### config.mk
export PLATFORM = sky130hd
export DESIGN_NAME = uart_rx_fifo_flat
export DESIGN_NICKNAME = d
export VERILOG_FILES = /design/src/rtl/uart_rx_fifo_if.sv /design/src/rtl/uart_rx_fifo.sv /design/src/flat_wrapper.sv
export SDC_FILE = /design/constraint.sdc
export NUM_CORES = 1
export LEC_CHECK = 0
export ABC_AREA = 1
export CELL_PAD_IN_SITES_DETAIL_PLACEMENT = 1
export CELL_PAD_IN_SITES_GLOBAL_PLACEMENT = 1
export CORE_MARGIN = 2
export CORE_UTILIZATION = 40
export DETAILED_ROUTE_END_ITERATION = 16
export PLACE_DENSITY = 0.71
export SLEW_MARGIN = 20
export SYNTH_ARGS = -nofsm -noshare
export SYNTH_HDL_FRONTEND = slang
export SYNTH_SLANG_ARGS = --single-unit
### constraint.sdc
create_clock -name clk -period 2.7 [get_ports clk]
set_clock_uncertainty 0.2 [all_clocks]
set_input_delay 0.675 -clock clk [delete_from_list [all_inputs] [get_ports clk]]
set_output_delay 0.675 -clock clk [all_outputs]
set_load 0.01 [all_outputs]
### src/rtl/uart_rx_fifo_if.sv
// Register bus bundle for the UART receive FIFO.
// The host side drives address/data/strobe; the block returns read data and irq.
interface uart_rx_fifo_if;
    logic [5:0]  addr;
    logic [31:0] data_in;
    logic        write_enable;
    logic [31:0] data_out;
    logic        irq;

    modport master (
        output addr,
        output data_in,
        output write_enable,
        input  data_out,
        input  irq
    );

    modport slave (
        input  addr,
        input  data_in,
        input  write_enable,
        output data_out,
        output irq
    );
endinterface

### src/rtl/uart_rx_fifo.sv
// 8N1 UART receiver feeding a byte FIFO, exposed through a small register map.
// Framing and overrun errors are sticky flags cleared by write-one-to-clear.
module uart_rx_fifo #(
    parameter int UART_PERIOD = 5,
    parameter int DEPTH       = 16
) (
    input logic          clk,
    input logic          rst,
    input logic          rx,
    uart_rx_fifo_if.slave bus
);

    localparam int AW = $clog2(DEPTH);
    localparam int TW = $clog2(UART_PERIOD);

    typedef enum logic [2:0] {
        IDLE,
        START,
        DATA,
        STOP,
        WAITHI
    } state_e;

    state_e        state_q, state_d;
    logic [TW-1:0] timer_q, timer_d;
    logic [2:0]    bits_q, bits_d;
    logic [7:0]    shift_q, shift_d;
    logic          sync1_q, sync2_q;
    logic          rxs;
    logic          push, ferr_set;

    logic [7:0]    mem_q [DEPTH];
    logic [AW-1:0] wptr_q, wptr_d;
    logic [AW-1:0] rptr_q, rptr_d;
    logic [5:0]    count_q, count_d;
    logic          ovr_q, ovr_d;
    logic          ferr_q, ferr_d;

    logic          empty, full;
    logic          wr_status, wr_pop;
    logic          pop, push_ok, ovr_set;
    logic          unused_ok;

    assign rxs = sync2_q;

    // Synchronizer idles high so reset never fakes a start edge
    always_ff @(posedge clk or posedge rst) begin
        if (rst) begin
            sync1_q <= 1'b1;
            sync2_q <= 1'b1;
        end else begin
            sync1_q <= rx;
            sync2_q <= sync1_q;
        end
    end

    always_ff @(posedge clk or posedge rst) begin
        if (rst) begin
            state_q <= IDLE;
            timer_q <= '0;
            bits_q  <= '0;
            shift_q <= '0;
        end else begin
            state_q <= state_d;
            timer_q <= timer_d;
            bits_q  <= bits_d;
            shift_q <= shift_d;
        end
    end

    always_comb begin
        state_d  = state_q;
        timer_d  = timer_q + TW'(1);
        bits_d   = bits_q;
        shift_d  = shift_q;
        push     = 1'b0;
        ferr_set = 1'b0;
        unique case (state_q)
            IDLE: begin
                timer_d = '0;
                if (!rxs) state_d = START;
            end
            START: begin
                if (timer_q == TW'(UART_PERIOD / 2 - 1)) begin
                    timer_d = '0;
                    bits_d  = '0;
                    state_d = rxs ? IDLE : DATA;
                end
            end
            DATA: begin
                if (timer_q == TW'(UART_PERIOD - 1)) begin
                    timer_d = '0;
                    shift_d = {rxs, shift_q[7:1]};
                    bits_d  = bits_q + 3'd1;
                    if (bits_q == 3'd7) state_d = STOP;
                end
            end
            STOP: begin
                if (timer_q == TW'(UART_PERIOD - 1)) begin
                    timer_d = '0;
                    if (rxs) begin
                        push    = 1'b1;
                        state_d = IDLE;
                    end else begin
                        ferr_set = 1'b1;
                        state_d  = WAITHI;
                    end
                end
            end
            WAITHI: begin
                timer_d = '0;
                if (rxs) state_d = IDLE;
            end
            default: state_d = IDLE;
        endcase
    end

    assign empty     = (count_q == 6'd0);
    assign full      = (count_q == 6'(DEPTH));
    assign wr_status = bus.write_enable && (bus.addr[5:2] == 4'd0);
    assign wr_pop    = bus.write_enable && (bus.addr[5:2] == 4'd2);
    assign pop       = wr_pop && !empty;
    // A pop in the same cycle frees the slot a full FIFO needs
    assign push_ok   = push && (!full || pop);
    assign ovr_set   = push && full && !pop;

    always_comb begin
        wptr_d  = wptr_q;
        rptr_d  = rptr_q;
        count_d = count_q;
        if (push_ok) wptr_d = wptr_q + AW'(1);
        if (pop)     rptr_d = rptr_q + AW'(1);
        if (push_ok && !pop)      count_d = count_q + 6'd1;
        else if (pop && !push_ok) count_d = count_q - 6'd1;
        ovr_d  = ovr_set  | (ovr_q  & ~(wr_status & bus.data_in[10]));
        ferr_d = ferr_set | (ferr_q & ~(wr_status & bus.data_in[11]));
    end

    always_ff @(posedge clk or posedge rst) begin
        if (rst) begin
            wptr_q  <= '0;
            rptr_q  <= '0;
            count_q <= '0;
            ovr_q   <= 1'b0;
            ferr_q  <= 1'b0;
        end else begin
            wptr_q  <= wptr_d;
            rptr_q  <= rptr_d;
            count_q <= count_d;
            ovr_q   <= ovr_d;
            ferr_q  <= ferr_d;
        end
    end

    always_ff @(posedge clk) begin
        if (push_ok) mem_q[wptr_q] <= shift_q;
    end

    always_comb begin
        case (bus.addr[5:2])
            4'd0:    bus.data_out = {20'b0, ferr_q, ovr_q, full, empty,
                                     2'b0, count_q};
            4'd1:    bus.data_out = empty ? 32'd0 : {24'b0, mem_q[rptr_q]};
            default: bus.data_out = 32'd0;
        endcase
    end

    assign bus.irq = !empty;

    assign unused_ok = ^{bus.addr[1:0], bus.data_in[31:12], bus.data_in[9:0]};

endmodule
### src/flat_wrapper.sv
// flat-port wrapper written by rule: the top's interface ports become plain ports
module uart_rx_fifo_flat 
#(
    parameter int UART_PERIOD = 5,
    parameter int DEPTH       = 16
)
  (clk, rst, rx, bus_addr, bus_data_in, bus_write_enable, bus_data_out, bus_irq);
  uart_rx_fifo_if bus_i ();
  input logic clk;
  input logic rst;
  input logic rx;
  input wire logic [$bits(bus_i.addr)-1:0] bus_addr;
  input wire logic [$bits(bus_i.data_in)-1:0] bus_data_in;
  input wire logic [$bits(bus_i.write_enable)-1:0] bus_write_enable;
  output wire logic [$bits(bus_i.data_out)-1:0] bus_data_out;
  output wire logic [$bits(bus_i.irq)-1:0] bus_irq;
  assign bus_i.addr = bus_addr;
  assign bus_i.data_in = bus_data_in;
  assign bus_i.write_enable = bus_write_enable;
  assign bus_data_out = bus_i.data_out;
  assign bus_irq = bus_i.irq;
  uart_rx_fifo #(.UART_PERIOD(UART_PERIOD), .DEPTH(DEPTH)) u_core (.clk(clk), .rst(rst), .rx(rx), .bus(bus_i));
endmodule
==> metrics.md <==
| Metric | Value |
|---|---|
| Initial core utilization | 0.411 |
| Final worst-path cycle share | 1.05 |
| Core Area | roughly 0.018 mm^2 |
| Commonest register cell after synthesis | edfxtp_1 |
| Failing checks | setup timing |
| Worst Hold Class | register to register |
| Post-layout net count | a little under 900 |
| VDD IR max | just over 0.0005 V |
| Post-synth ARST share | 0.215 |
| HPWL after DPL | 13500 um |
| Fin area | approximately 0.0094 mm^2 |
| Post-synthesis mux area share | 0 |
| Post-DRT Antenna Nets | 0 |
| GPL Wtd Cong | approximately 0.84 |
| Post-Syn Area | approximately 0.0074 mm^2 |
| DRT iter0 DRCs | approximately 310 |
| GR Util All Layers | 0.219 |
| Clock Tree Buf Depth | 2 |
| Warnings, synthesis | 0 |
| Pwr dens | 971 mW/mm^2 |
| Final WS setup | -0.128 ns |
| Layout cells sized above 1 | 0.242 |
| Top-level port count | between 70 and 80 |
| RSZ-0062 raised after global routing | true |
| Vias in the first global route | roughly 5900 |
| Antenna diodes | 0 |
| Xor and xnor fraction of the mapped netlist area | 0.0106 |
| Number of I/O port buffers | 22 |
| Arrival time worst endpoint | between 1.5 and 2 ns |
| Drt total wl | 20700 um |
| Hold Crit Start | u_core.sync1_q |
| Worst r2r src | u_core.count_q[2] |
| Register bit total from synthesis | 163 |
| FP Rows | slightly below 50 |
| Initial antenna violation count | 0 |
| Leading area contributor after synthesis | edfxtp_1 |
| Post-DR wirelength/cell | approximately 20 um |
| Final Power | about 9.2 mW |
| Routed vias/inst | 5.21 |
| TritonCTS clock tree | yes |
| Die height | approximately 140 um |
| # setup viols final | 8 |
| Worst Tran Pin Value | about 0.85 ns |
| Area fraction in compound gates after synthesis | 0.0136 |
| Die footprint | approximately 0.020 mm^2 |
| Worst relative slew slack | 0.431 |
| Count of different cell masters after synthesis | 33 |
| DR pass1 iterations | 4 |
| Gr ovfl total | 0 |
| Setup crit end kind | output port |
| Number of H-tree levels | 4 |
| Layout area overhead | 27.0% |
| Mapped Cells | around 730 |
| Synth top area share | 0.517 |
| Simple-gate share of the synthesized area | 0.245 |
| Largest net degree at the start of global routing | 36 |
| CTS Hold Bufs | 0 |
| Largest family of logic cells by synthesized area | simple AND/OR/NAND/NOR gates |
| First-pass GRT wire length | 32500 um |
| Root Buffer | clkbuf_16 |
| Area contributors post-synth | edfxtp_1, nand2_1, dfrtp_1 |
| Seq/Total Area, Yosys | 0.636 |
| Static Leakage | between 4 and 5 nW |
| Die span in x | roughly 140 um |
| Area share of fa/ha/maj cells after synthesis | 0.0280 |
| Post-synth EDFFs | between 100 and 150 |
| CP startpoint kind | register |
| Crit path max fanout | 6 |
| Slew Viols, Final | 0 |
| CTS Sinks | approximately 160 |
| Req. time, crit path | around 1.8 ns |
| Hold Violations, Final | 0 |
| Tmin final | around 2.8 ns |
| Clk slew on worst S/H paths | ~0.060 ns |
| Max_cap viols | 0 |
| Vias | 5519 |
| CP Launch Point | u_core.rptr_q[0] |
| Setup CP Type | register to output port |
| Clk_lat worst skew | between 0.4 and 0.5 ns |
| Area after DPL | a little over 0.008 mm^2 |
| Status | finished with violations |
| TritonCTS Buffers | 17 |
| Syn_area_per_cell | ~10 um^2 |
| DRC viols | 0 |
| Peak Freq | 354 MHz |
[layer usage]
layer	GRT usage	wire, um	part of all wire
met5	0	0	0
met4	0.111	802	0.039
met3	0.0376	735	0.036
met2	0.366	10400	0.50
met1	0.275	8740	0.42
[synthesized netlist by cell type (4+ instances only)]
cell type	count
nand2_1	247
edfxtp_1	128
nand3_1	118
inv_1	45
dfrtp_1	33
buf_4	27
nor2_1	23
nor3_1	17
ha_1	15
o21ai_0	15
buf_2	13
clkbuf_1	5
xor2_1	5
nand4_1	4
xnor2_1	4
[final timing paths]
path                                     end  slack [ns]  depth (start not counted)
hold / removal                    u_core.rxs        0.16                          0
max in group asynchronous   u_core.rptr_q[0]        1.45                          3
setup reg to reg           u_core.count_q[5]        0.19                         19
min in group asynchronous  u_core.count_q[0]        0.47                          3
setup / recovery             bus_data_out[6]       -0.13                         10
hold reg to reg                   u_core.rxs        0.16                          0
[metrics by stage]
step,hold slack [ns],setup TNS [ns],setup WS (ns),cells,util
after floorplan,0.145,0,0.00150,745,-
after global placement,0.147,-24.44,-0.684,1014,0.457
after detailed placement,0.154,-30.51,-0.708,1014,0.457
after CTS,0.164,-0.878,-0.135,1054,0.506
after global routing,0.165,-1.64,-0.243,1060,0.522
final,0.160,-0.807,-0.128,1060,0.522
[critical path, stage by stage (launching register included)]
cell and delay [ns]:
dfrtp_2 0.49, inv_8 0.14, buf_12 0.12, clkbuf_16 0.13, nor2_1 0.04, o21ai_1 0.14, nand2_1 0.08, nand2_2 0.07
nor2_1 0.05, nor2_1 0.11, buf_2 0.15
[layout make-up]
class                   count  area, um^2
fillers                  1960        8650
well taps                 229         287
repair buffers            101         993
multi-input cells         485        2570
flip-flops and latches    163        4720
clock buffers              18         429
clock inverters            14         229
inverters                  50         198
[report_power, final]
| group | switching [mW] | leakage, nW | internal [mW] |
|---|---|---|---|
| registers | 0.158 | 1.71 | 2.82 |
| clock network | 1.03 | 0.313 | 1.65 |
| logic | 2.02 | 2.01 | 1.48 |
[flip-flops by register name, indices dropped and copies added (netlist names)]
| name | flops |
|---|---|
| u_core.mem_q | 128 |
| u_core.shift_q | 8 |
| u_core.count_q | 6 |
| u_core.rptr_q | 4 |
| u_core.wptr_q | 4 |
| u_core.bits_q | 3 |
| u_core.state_q | 3 |
| u_core.timer_q | 3 |
| u_core.ferr_q | 1 |
| u_core.ovr_q | 1 |
| u_core.rxs | 1 |
| u_core.sync1_q | 1 |
[placed cells by master, fill, tap and decap left out, types with 2 or more instances in the layout]
master / n
nand2_2: 13
nand3_1: 86
buf_16: 2
clkinvlp_4: 2
inv_2: 6
ha_1: 11
o21ai_0: 12
dfstp_2: 2
dfrtp_1: 32
dlymetal6s2s_1: 2
bufinv_16: 5
buf_4: 57
clkbuf_16: 19
nor3_4: 2
clkdlybuf4s50_1: 4
nor2_1: 18
inv_1: 40
xor2_1: 5
a21oi_2: 2
edfxtp_1: 128
nor2_2: 3
clkinv_1: 2
conb_1: 20
inv_8: 2
dlygate4sd2_1: 2
nand3_2: 32
clkinv_4: 5
buf_12: 12
xnor2_1: 4
buf_6: 6
nand4_1: 4
nor2_4: 4
nand2_1: 237
ha_4: 4
o21ai_1: 3
buf_2: 14
nor3_1: 16
nor3_2: 2
[cell families after synthesis]
logic type,after synthesis
and+or+nand+nor,421
DFF,163
buffers and inverters,97
AOI/OAI and AO/OA,19
adders and majority gates,16
xor gates and xnor gates,9
other,1
[repair_timing]
item | in CTS | in global routing
cloned | 2 | 2
buffers inserted | 6 | 4
gates resized for setup | 99 | 46
pin swaps | 11 | 17
setup endpoints to repair | 15 | 16
Power figures use the tool's default switching activity.
